## src/rtl/wqe_fetch_if.sv

```systemverilog
// Handshake and data-path bundle between the WQE fetch engine (master) and its
// scheduler / doorbell / config / DMA / cache neighbours (slave).
interface wqe_fetch_if #(
  parameter int unsigned MAX_QP       = 16,
  parameter int unsigned QP_PTR_WIDTH = 4,
  parameter int unsigned IDX_WIDTH    = 16,
  parameter int unsigned ADDR_WIDTH   = 64,
  parameter int unsigned WQE_WIDTH    = 512
);
  logic                    i_arbit_val;
  logic [QP_PTR_WIDTH-1:0] i_qp_idx;
  logic                    o_wqe_fetch_ready;
  logic [MAX_QP-1:0]       o_active;

  logic                    i_db_val;
  logic [QP_PTR_WIDTH-1:0] i_db_qp;
  logic [IDX_WIDTH-1:0]    i_db_pi;

  logic                    i_cfg_val;
  logic [QP_PTR_WIDTH-1:0] i_cfg_qp;
  logic [ADDR_WIDTH-1:0]   i_cfg_base;
  logic [3:0]              i_cfg_log_depth;

  logic                    o_dma_req_val;
  logic [ADDR_WIDTH-1:0]   o_dma_req_addr;
  logic [15:0]             o_dma_req_len;
  logic [QP_PTR_WIDTH-1:0] o_dma_req_tag;
  logic                    i_dma_req_rdy;

  logic                    i_dma_rsp_val;
  logic [WQE_WIDTH-1:0]    i_dma_rsp_data;
  logic                    i_dma_rsp_last;

  logic                    o_cache_wr_val;
  logic [QP_PTR_WIDTH-1:0] o_cache_wr_qp;
  logic [WQE_WIDTH-1:0]    o_cache_wr_data;

  logic                    o_err;

  modport master (
    input  i_arbit_val, i_qp_idx,
    output o_wqe_fetch_ready, o_active,
    input  i_db_val, i_db_qp, i_db_pi,
    input  i_cfg_val, i_cfg_qp, i_cfg_base, i_cfg_log_depth,
    output o_dma_req_val, o_dma_req_addr, o_dma_req_len, o_dma_req_tag,
    input  i_dma_req_rdy,
    input  i_dma_rsp_val, i_dma_rsp_data, i_dma_rsp_last,
    output o_cache_wr_val, o_cache_wr_qp, o_cache_wr_data,
    output o_err
  );

  modport slave (
    output i_arbit_val, i_qp_idx,
    input  o_wqe_fetch_ready, o_active,
    output i_db_val, i_db_qp, i_db_pi,
    output i_cfg_val, i_cfg_qp, i_cfg_base, i_cfg_log_depth,
    input  o_dma_req_val, o_dma_req_addr, o_dma_req_len, o_dma_req_tag,
    output i_dma_req_rdy,
    output i_dma_rsp_val, i_dma_rsp_data, i_dma_rsp_last,
    input  o_cache_wr_val, o_cache_wr_qp, o_cache_wr_data,
    input  o_err
  );
endinterface

```

## src/rtl/wqe_fetch_engine.sv

```systemverilog
// WQE fetch engine: turns each scheduler grant into one bounded, wrap-free DMA ring read
// and streams the returned WQEs into the per-QP cache while tracking per-QP ring pointers.
module wqe_fetch_engine #(
  parameter int unsigned MAX_QP       = 16,
  parameter int unsigned QP_PTR_WIDTH = 4,
  parameter int unsigned IDX_WIDTH    = 16,
  parameter int unsigned ADDR_WIDTH   = 64,
  parameter int unsigned WQE_WIDTH    = 512,
  parameter int unsigned MAX_BURST    = 4
) (
  input logic         sys_clk,
  input logic         sys_rst,
  wqe_fetch_if.master bus
);
  localparam int unsigned CNT_W     = $clog2(MAX_BURST) + 1;
  localparam int unsigned DEPTH_W   = IDX_WIDTH + 1;
  localparam int unsigned LD_W      = 4;
  localparam int unsigned LEN_W     = 16;
  localparam int unsigned WQE_SHIFT = 6;

  typedef enum logic [1:0] {IDLE, CALC, REQ, RSP} state_t;

  state_t                  state;
  logic [IDX_WIDTH-1:0]    pi        [MAX_QP];
  logic [IDX_WIDTH-1:0]    fptr      [MAX_QP];
  logic [ADDR_WIDTH-1:0]   base      [MAX_QP];
  logic [LD_W-1:0]         log_depth [MAX_QP];
  logic [QP_PTR_WIDTH-1:0] qp;
  logic [CNT_W-1:0]        cnt;
  logic [CNT_W-1:0]        beats;
  logic                    drop_adv;
  logic                    req_val;
  logic [ADDR_WIDTH-1:0]   req_addr;
  logic [LEN_W-1:0]        req_len;
  logic                    err;
  logic [MAX_QP-1:0]       active;

  logic [DEPTH_W-1:0]      depth_c, off_c, avail_c, room_c, cnt_c;
  logic [CNT_W-1:0]        beat_n;
  logic [WQE_WIDTH-1:0]    rsp_data;

  // Burst size for the latched QP: bounded by pending WQEs, MAX_BURST and distance to ring wrap
  always_comb begin
    depth_c = DEPTH_W'(1) << log_depth[qp];
    off_c   = DEPTH_W'(fptr[qp]) & (depth_c - DEPTH_W'(1));
    avail_c = DEPTH_W'(IDX_WIDTH'(pi[qp] - fptr[qp]));
    room_c  = depth_c - off_c;
    cnt_c   = avail_c;
    if (DEPTH_W'(MAX_BURST) < cnt_c) cnt_c = DEPTH_W'(MAX_BURST);
    if (room_c < cnt_c)              cnt_c = room_c;
  end

  assign beat_n   = beats + CNT_W'(1);
  assign rsp_data = bus.i_dma_rsp_data;

  assign bus.o_wqe_fetch_ready = (state == IDLE);
  assign bus.o_active          = active;
  assign bus.o_dma_req_val     = req_val;
  assign bus.o_dma_req_addr    = req_addr;
  assign bus.o_dma_req_len     = req_len;
  assign bus.o_dma_req_tag     = qp;
  assign bus.o_cache_wr_val    = (state == RSP) && bus.i_dma_rsp_val;
  assign bus.o_cache_wr_qp     = qp;
  assign bus.o_cache_wr_data   = rsp_data;
  assign bus.o_err             = err;

  always_ff @(posedge sys_clk or posedge sys_rst) begin
    if (sys_rst) begin
      state    <= IDLE;
      qp       <= '0;
      cnt      <= '0;
      beats    <= '0;
      drop_adv <= 1'b0;
      req_val  <= 1'b0;
      req_addr <= '0;
      req_len  <= '0;
      err      <= 1'b0;
      active   <= '0;
      for (int q = 0; q < int'(MAX_QP); q++) begin
        pi[q]        <= '0;
        fptr[q]      <= '0;
        base[q]      <= '0;
        log_depth[q] <= '0;
      end
    end else begin
      case (state)
        IDLE: begin
          if (bus.i_arbit_val) begin
            qp       <= bus.i_qp_idx;
            drop_adv <= 1'b0;
            state    <= CALC;
          end
        end
        CALC: begin
          if (cnt_c == '0) begin
            state <= IDLE;
          end else begin
            cnt      <= CNT_W'(cnt_c);
            req_addr <= base[qp] + (ADDR_WIDTH'(off_c) << WQE_SHIFT);
            req_len  <= LEN_W'(cnt_c) << WQE_SHIFT;
            beats    <= '0;
            req_val  <= 1'b1;
            state    <= REQ;
          end
        end
        REQ: begin
          if (bus.i_dma_req_rdy) begin
            req_val <= 1'b0;
            state   <= RSP;
          end
        end
        RSP: begin
          if (bus.i_dma_rsp_val) begin
            beats <= beat_n;
            if (bus.i_dma_rsp_last) begin
              if (beat_n != cnt) err <= 1'b1;
              if (!drop_adv) fptr[qp] <= fptr[qp] + IDX_WIDTH'(cnt);
              state <= IDLE;
            end else if (beat_n >= cnt) begin
              err <= 1'b1;
            end
          end
        end
        default: state <= IDLE;
      endcase

      // A reconfigured ring invalidates the in-flight fetch's pointer advance
      if (bus.i_cfg_val && (state != IDLE) && (bus.i_cfg_qp == qp)) drop_adv <= 1'b1;

      if (bus.i_db_val) pi[bus.i_db_qp] <= bus.i_db_pi;

      // Placed after doorbell and fptr advance so config wins on the same edge
      if (bus.i_cfg_val) begin
        base[bus.i_cfg_qp]      <= bus.i_cfg_base;
        log_depth[bus.i_cfg_qp] <= bus.i_cfg_log_depth;
        pi[bus.i_cfg_qp]        <= '0;
        fptr[bus.i_cfg_qp]      <= '0;
      end

      for (int q = 0; q < int'(MAX_QP); q++) active[q] <= (pi[q] != fptr[q]);
    end
  end
endmodule

```

## src/flat_wrapper.sv

```systemverilog
// flat-port wrapper written by rule: the top's interface ports become plain ports
module wqe_fetch_engine_flat 
#(
  parameter int unsigned MAX_QP       = 16,
  parameter int unsigned QP_PTR_WIDTH = 4,
  parameter int unsigned IDX_WIDTH    = 16,
  parameter int unsigned ADDR_WIDTH   = 64,
  parameter int unsigned WQE_WIDTH    = 512,
  parameter int unsigned MAX_BURST    = 4
)
  (sys_clk, sys_rst, bus_i_arbit_val, bus_i_qp_idx, bus_o_wqe_fetch_ready, bus_o_active, bus_i_db_val, bus_i_db_qp, bus_i_db_pi, bus_i_cfg_val, bus_i_cfg_qp, bus_i_cfg_base, bus_i_cfg_log_depth, bus_o_dma_req_val, bus_o_dma_req_addr, bus_o_dma_req_len, bus_o_dma_req_tag, bus_i_dma_req_rdy, bus_i_dma_rsp_val, bus_i_dma_rsp_data, bus_i_dma_rsp_last, bus_o_cache_wr_val, bus_o_cache_wr_qp, bus_o_cache_wr_data, bus_o_err);
  wqe_fetch_if #(.MAX_QP(MAX_QP), .QP_PTR_WIDTH(QP_PTR_WIDTH), .IDX_WIDTH(IDX_WIDTH), .ADDR_WIDTH(ADDR_WIDTH), .WQE_WIDTH(WQE_WIDTH)) bus_i ();
  input logic sys_clk;
  input logic sys_rst;
  input wire logic [$bits(bus_i.i_arbit_val)-1:0] bus_i_arbit_val;
  input wire logic [$bits(bus_i.i_qp_idx)-1:0] bus_i_qp_idx;
  output wire logic [$bits(bus_i.o_wqe_fetch_ready)-1:0] bus_o_wqe_fetch_ready;
  output wire logic [$bits(bus_i.o_active)-1:0] bus_o_active;
  input wire logic [$bits(bus_i.i_db_val)-1:0] bus_i_db_val;
  input wire logic [$bits(bus_i.i_db_qp)-1:0] bus_i_db_qp;
  input wire logic [$bits(bus_i.i_db_pi)-1:0] bus_i_db_pi;
  input wire logic [$bits(bus_i.i_cfg_val)-1:0] bus_i_cfg_val;
  input wire logic [$bits(bus_i.i_cfg_qp)-1:0] bus_i_cfg_qp;
  input wire logic [$bits(bus_i.i_cfg_base)-1:0] bus_i_cfg_base;
  input wire logic [$bits(bus_i.i_cfg_log_depth)-1:0] bus_i_cfg_log_depth;
  output wire logic [$bits(bus_i.o_dma_req_val)-1:0] bus_o_dma_req_val;
  output wire logic [$bits(bus_i.o_dma_req_addr)-1:0] bus_o_dma_req_addr;
  output wire logic [$bits(bus_i.o_dma_req_len)-1:0] bus_o_dma_req_len;
  output wire logic [$bits(bus_i.o_dma_req_tag)-1:0] bus_o_dma_req_tag;
  input wire logic [$bits(bus_i.i_dma_req_rdy)-1:0] bus_i_dma_req_rdy;
  input wire logic [$bits(bus_i.i_dma_rsp_val)-1:0] bus_i_dma_rsp_val;
  input wire logic [$bits(bus_i.i_dma_rsp_data)-1:0] bus_i_dma_rsp_data;
  input wire logic [$bits(bus_i.i_dma_rsp_last)-1:0] bus_i_dma_rsp_last;
  output wire logic [$bits(bus_i.o_cache_wr_val)-1:0] bus_o_cache_wr_val;
  output wire logic [$bits(bus_i.o_cache_wr_qp)-1:0] bus_o_cache_wr_qp;
  output wire logic [$bits(bus_i.o_cache_wr_data)-1:0] bus_o_cache_wr_data;
  output wire logic [$bits(bus_i.o_err)-1:0] bus_o_err;
  assign bus_i.i_arbit_val = bus_i_arbit_val;
  assign bus_i.i_qp_idx = bus_i_qp_idx;
  assign bus_o_wqe_fetch_ready = bus_i.o_wqe_fetch_ready;
  assign bus_o_active = bus_i.o_active;
  assign bus_i.i_db_val = bus_i_db_val;
  assign bus_i.i_db_qp = bus_i_db_qp;
  assign bus_i.i_db_pi = bus_i_db_pi;
  assign bus_i.i_cfg_val = bus_i_cfg_val;
  assign bus_i.i_cfg_qp = bus_i_cfg_qp;
  assign bus_i.i_cfg_base = bus_i_cfg_base;
  assign bus_i.i_cfg_log_depth = bus_i_cfg_log_depth;
  assign bus_o_dma_req_val = bus_i.o_dma_req_val;
  assign bus_o_dma_req_addr = bus_i.o_dma_req_addr;
  assign bus_o_dma_req_len = bus_i.o_dma_req_len;
  assign bus_o_dma_req_tag = bus_i.o_dma_req_tag;
  assign bus_i.i_dma_req_rdy = bus_i_dma_req_rdy;
  assign bus_i.i_dma_rsp_val = bus_i_dma_rsp_val;
  assign bus_i.i_dma_rsp_data = bus_i_dma_rsp_data;
  assign bus_i.i_dma_rsp_last = bus_i_dma_rsp_last;
  assign bus_o_cache_wr_val = bus_i.o_cache_wr_val;
  assign bus_o_cache_wr_qp = bus_i.o_cache_wr_qp;
  assign bus_o_cache_wr_data = bus_i.o_cache_wr_data;
  assign bus_o_err = bus_i.o_err;
  wqe_fetch_engine #(.MAX_QP(MAX_QP), .QP_PTR_WIDTH(QP_PTR_WIDTH), .IDX_WIDTH(IDX_WIDTH), .ADDR_WIDTH(ADDR_WIDTH), .WQE_WIDTH(WQE_WIDTH), .MAX_BURST(MAX_BURST)) u_core (.sys_clk(sys_clk), .sys_rst(sys_rst), .bus(bus_i));
endmodule
```

## config.mk

```make
export PLATFORM = sky130hd
export DESIGN_NAME = wqe_fetch_engine_flat
export DESIGN_NICKNAME = d
export VERILOG_FILES = /design/src/rtl/wqe_fetch_if.sv /design/src/rtl/wqe_fetch_engine.sv /design/src/flat_wrapper.sv
export SDC_FILE = /design/constraint.sdc
export NUM_CORES = 2
export LEC_CHECK = 0
export BUFFER_PORTS_ARGS = -buffer_cell sky130_fd_sc_hd__buf_2
export CORE_MARGIN = 3
export CORE_UTILIZATION = 34
export DETAILED_ROUTE_END_ITERATION = 8
export PLACE_DENSITY = 0.53
export SKIP_LAST_GASP = 1
export SLEW_MARGIN = 20
export SYNTH_ARGS = -nofsm -noshare
export SYNTH_HDL_FRONTEND = slang
export SYNTH_SLANG_ARGS = --single-unit
```

## constraint.sdc

```tcl
create_clock -name sys_clk -period 77.4 [get_ports sys_clk]
set_clock_uncertainty 0.15 [all_clocks]
set_input_delay 15.48 -clock sys_clk [delete_from_list [all_inputs] [get_ports sys_clk]]
set_output_delay 15.48 -clock sys_clk [all_outputs]
set_load 0.02 [all_outputs]
```

Yosys cells after proc, flatten, opt, wreduce, memory -nomap -nowiden
Index checks and enable logic that the tools add are counted.

Bits in registers: 1705. Bits of input ports: 616. Word-level logic and storage cells: 199.

Add/subtract/negate cells: 6. Magnitude comparators: 9. Eq/ne operators: 27. Shift-type cells: 1. Mux-type cells: 53. Bitwise logic cells: 8. Reduce and logical (&&, ||, !) cells: 21.

Operator list (count): $mux 256 (7); $bwmux 1024 (1); $and 256x256->256 (2); $bwmux 256 (2); $bmux 64 s4 (1); $demux 64 s4 (1); $ne 16x16->1 (16); $not 256->256 (1); $demux 16 s4 (3); $mux 64 (3); $bmux 16 s4 (2); $mux 16 (8); $add 64x23->64 (1); $bwmux 64 (1); $and 16x17->17 (1); $logic_not 17->1 (1); $lt 17x16->1 (1); $mux 17 (1); $shl 1x4->17 const A (1); $sub 17x1->17 const B (1); $sub 17x17->17 (1); $add 16x3->16 (1); $bmux 4 s4 (1); $demux 4 s4 (1); 27 further kinds (66).

Logic depth before layout (Yosys ltp)
Word-level depth: 13. Depth in mapped cells: 43.

Worst setup path after synthesis
OpenSTA, ideal clock, no wires.

Kind: input to output. From: input port bus_i_dma_rsp_val. To: output port bus_o_cache_wr_val. Arrival time: 15.870 ns. Required time: 61.770 ns. Slack: 45.900 ns. Cell stages on the path: 2. Buffers on the path: 0. Path through: nand3_1 clkinv_1.

Word-level cells in the longest chain between the ends: 1.

RTL lines: start, declared (line flat_wrapper.sv:31) `input wire logic [$bits(bus_i.i_dma_rsp_val)-1:0] bus_i_dma_rsp_val;`; $logic_and 1x1->1 (line wqe_fetch_engine.sv:62) `assign bus.o_cache_wr_val = (state == RSP) && bus.i_dma_rsp_val;`; end, declared (line flat_wrapper.sv:34) `output wire logic [$bits(bus_i.o_cache_wr_val)-1:0] bus_o_cache_wr_val;`.

Every way passes these cells.

Worst setup path after layout
Same ends and word-level chain as after synthesis.

==> flow_summary.toml <==
[status]
status = "finished clean"

[power]
internal-power_mw = 2.43
ir_drop_mv = 0.0274
power_frac_seq_pct = 31.9
leakage_nw = 42.3
p_clk_share_pct = 23.9
p_per_area_nw_per_um2 = 42.4
swShare_pct = 40.0
p_sw_mw = 1.61
total_power_mw = 4.04
combPwrFrac_pct = 44.2

[setup_path]
worstPathRequired_ns = 61.77
slowest_stage = "clkinv_1"
worstPathCellList = "buf_2 > nand3_1 > clkinv_1 > buf_2"
cp_max_fo = 8
cp_common_cell = "buf_2"
start_kind = "primary input"
slowest_delay_ns = 0.55
crit_type = "in -> out"
r2r-start = "u_core.bus.o_cache_wr_qp[0]$_DFFE_PP0P_"
cp_data_arrival_time_ns = 16.91
critPathTopFamily = "buffers and inverters"
end_kind = "primary output"
path_buf_inv = 3
r2r_slack_ns = 63.79
reg2reg_depth = 33
r2r-end = "u_core.bus.o_dma_req_addr[63]$_DFFE_PP0P_"

[yosys]
synth_area_sq_um = 88300
synth_edf_count = 0
synth_adder_area_share_pct = 0.970
synth-simple-area-share_pct = 11.9
synth_top_flop_cell = "dfrtp_1"
yosysTopAreaCell = "dfrtp_1"
ys_ff_latch = 1702
yosysWarnings = 0
synth.area.top_cells = "dfrtp_1 (48%), mux4_2 (12%), mux2_2 (8.8%), nand2_1 (8.1%), buf_4 (4.7%)"
muxShareOfSynthArea_pct = 22.6
synthXorXnorAreaFrac_pct = 3.40
synth_compound_area_share_pct = 5.17
synthArstFlopShare_pct = 100
syn_inst = 7805
synth_cell_types = 94
synth_top_family_by_area = "multiplexers"
yosysTopAreaCellShare_pct = 48.3
ys_seq_area_share_pct = 48.3
syn_avg_cell_area_sq_um = 11.3

[routing]
dr.max_layer_used = "met5"
dr.pass1.iters = 7
wl_met1_microns = 146000
wl_met3_microns = 89300
vias = 62600
routedWlPerCell_microns = 40.6
ant_nets = 0
viasPerCell = 5.78
drc = 0
drtIter0Drc = 7821
drt-total-wl_microns = 440000
routed-wl-met2_microns = 173000

[timing]
rsz0062_at_grt = "no"
relSlewSlack_pct = 16.2
final.period_utilization_pct = 42.0
slew_viol_final = 0
min_period_ns = 32.54
fmax_ghz = 0.0307
setup_viol = 0
worstMarginPinSlew_ns = 1.25
hold_violations = 0
tns_ns = 0

[cts]
ctsHoldBuffers = 0
clk_pin_slew_ns = 0.06
cts_made_buffers = 187
cts.repair.resized = 0
worstSkewPairLatency_ns = 0.89
postCtsSetupBuffers = 0
htree_levels = 4
cts_buffer_depth = 3
cts_tree = "built"
cts.sinks = 1702
cts_root_buf = "clkbuf_16"

[cells_and_area]
drive_above_1_share_pct = 26.5
multiInputGateArea_sq_um = 39400
fill_cells = 24900
regArea_sq_um = 42600
syn2layout_area_growth_pct = 7.88
nNetsFinal = 7927

[worst_hold_path]
hp-class = "reg -> reg"
hold_depth = 2
holdCritStartpoint = "u_core.base[872]$_DFFE_PP0P_"
min_to = "u_core.base[872]$_DFFE_PP0P_"

[place]
hpwl_microns = 320000
io_buffers = 205
gp_congestion = 0.977

[grt]
antenna_found_initial = 56
track_usage_pct = 32.4
grt_max_degree = 170
grt-ovfl-total = 0
grt_pass1_wl_microns = 580000
grt_pass1_vias = 60800

[floorplanning]
die_height_microns = 516
die_x_microns = 516
num_io_pins = 1236
rows = 186
start_util_pct = 34.3
coreArea_sq_um = 258000
die_area_sq_um = 266000

[job]
cap_violations = 0
cell families after synthesis:
| family | count (synthesis) |
|---|---|
| fa+ha+maj | 66 |
| compound gates | 721 |
| other cells | 2 |
| xor+xnor | 342 |
| mux | 1268 |
| simple gates | 2572 |
| flops | 1702 |
| buf+inv | 1132 |
per-layer routing:
metal,vias to the layer above,global-route usage [%]
li1,25300,-
met5,-,12.4
met2,4181,42.9
met1,32300,34.9
met4,74,16.8
met3,721,26.9
worst reg2reg max path, delay by kind of cell, from the launching register on:
kind / cells / cell delay [ns]
flops: 1 / 0.91
mux: 3 / 1.30
fa+ha+maj: 3 / 1.25
xor+xnor: 1 / 0.22
simple gates: 12 / 3.48
buf+inv: 5 / 3.42
compound gates: 9 / 2.81
Yosys cell counts, types with 10 or more instances:
cell type / number
nor3_1: 28
or2_2: 10
ha_1: 62
nand2b_1: 18
o211ai_1: 11
and3_1: 23
o21ai_0: 42
mux2i_1: 27
mux4_2: 486
a211oi_1: 218
xor2_1: 283
clkbuf_1: 402
nand3b_1: 11
o21bai_1: 10
a21oi_1: 339
buf_12: 10
xnor2_1: 58
nand3_1: 36
buf_6: 20
nor4_1: 68
or3_1: 13
a21o_1: 17
mux2_2: 687
nor2b_1: 15
dfrtp_1: 1702
nand4_1: 30
buf_1: 21
inv_1: 52
nor2_1: 362
nand2_1: 1906
buf_2: 73
mux2_4: 65
and2_1: 12
buf_4: 548
layout make-up:
class	instances	share of cell area (%)
timing repair buffer	311	2.07
antenna	32	0.0841
clock inverter	66	1.11
sequential	1702	44.7
tap	3384	4.45
inverter	53	0.217
clock buffer	283	5.91
multi-input combinational	4990	41.4
through the flow:
step                      setup WS [ns]  cell area [sq um]  utilization [%]  hold slack, ns  std cells
after floorplan                   13.73              88300                -           0.289       7824
after global placement            44.92              88400             34.3           0.304      10400
after detailed placement          44.84              88400             34.3           0.310      10400
after CTS                         44.85              95100             36.9           0.325      10800
after global routing              44.85              95200             36.9           0.342      10800
final                             44.86              95200             37.0           0.319      10800
cell usage in the layout (no fill, tap or decap), types with 68 or more instances in the layout:
| cell type | n |
|---|---|
| buf_4 | 93 |
| a21oi_1 | 339 |
| dfrtp_1 | 1698 |
| xor2_1 | 282 |
| buf_2 | 205 |
| a211oi_1 | 218 |
| nor2_1 | 323 |
| mux2_2 | 687 |
| mux4_2 | 486 |
| nand2_1 | 1905 |
| nor4_1 | 68 |
| clkbuf_16 | 188 |
registers in the layout, indices dropped and copies added (netlist names), 2 cells and up, named ones only:
register and count:
u_core.beats 3, u_core.log_depth 64, u_core.cnt 2, u_core.bus.o_cache_wr_qp 4
u_core.base 1024, u_core.bus.o_active 16, u_core.fptr 256, u_core.bus.o_dma_req_len 8
u_core.bus.o_dma_req_addr 64, u_core.pi 256
power by group through the flow:
stage | combinational, mW | clock [mW] | sequential, mW
global placement | 1.74 | 0 | 1.29
floorplan | 1.28 | 0 | 1.26
detailed placement | 1.76 | 0 | 1.30
CTS | 1.77 | 0.979 | 1.29
finish | 1.79 | 0.966 | 1.29
global route | 1.89 | 1.01 | 1.31
worst max path at each step:
stage	start	to	slack, ns	depth (start not counted)
global route	bus_i_dma_rsp_val	bus_o_cache_wr_val	44.85	4
CTS	bus_i_dma_rsp_val	bus_o_cache_wr_val	44.85	4
global placement	bus_i_dma_rsp_val	bus_o_cache_wr_val	44.92	4
detailed placement	bus_i_dma_rsp_val	bus_o_cache_wr_val	44.84	4
floorplan	sys_rst	asynchronous set/reset pin	13.73	1
finish	bus_i_dma_rsp_val	bus_o_cache_wr_val	44.86	4
No activity file was read; power rests on OpenSTA's default activity.
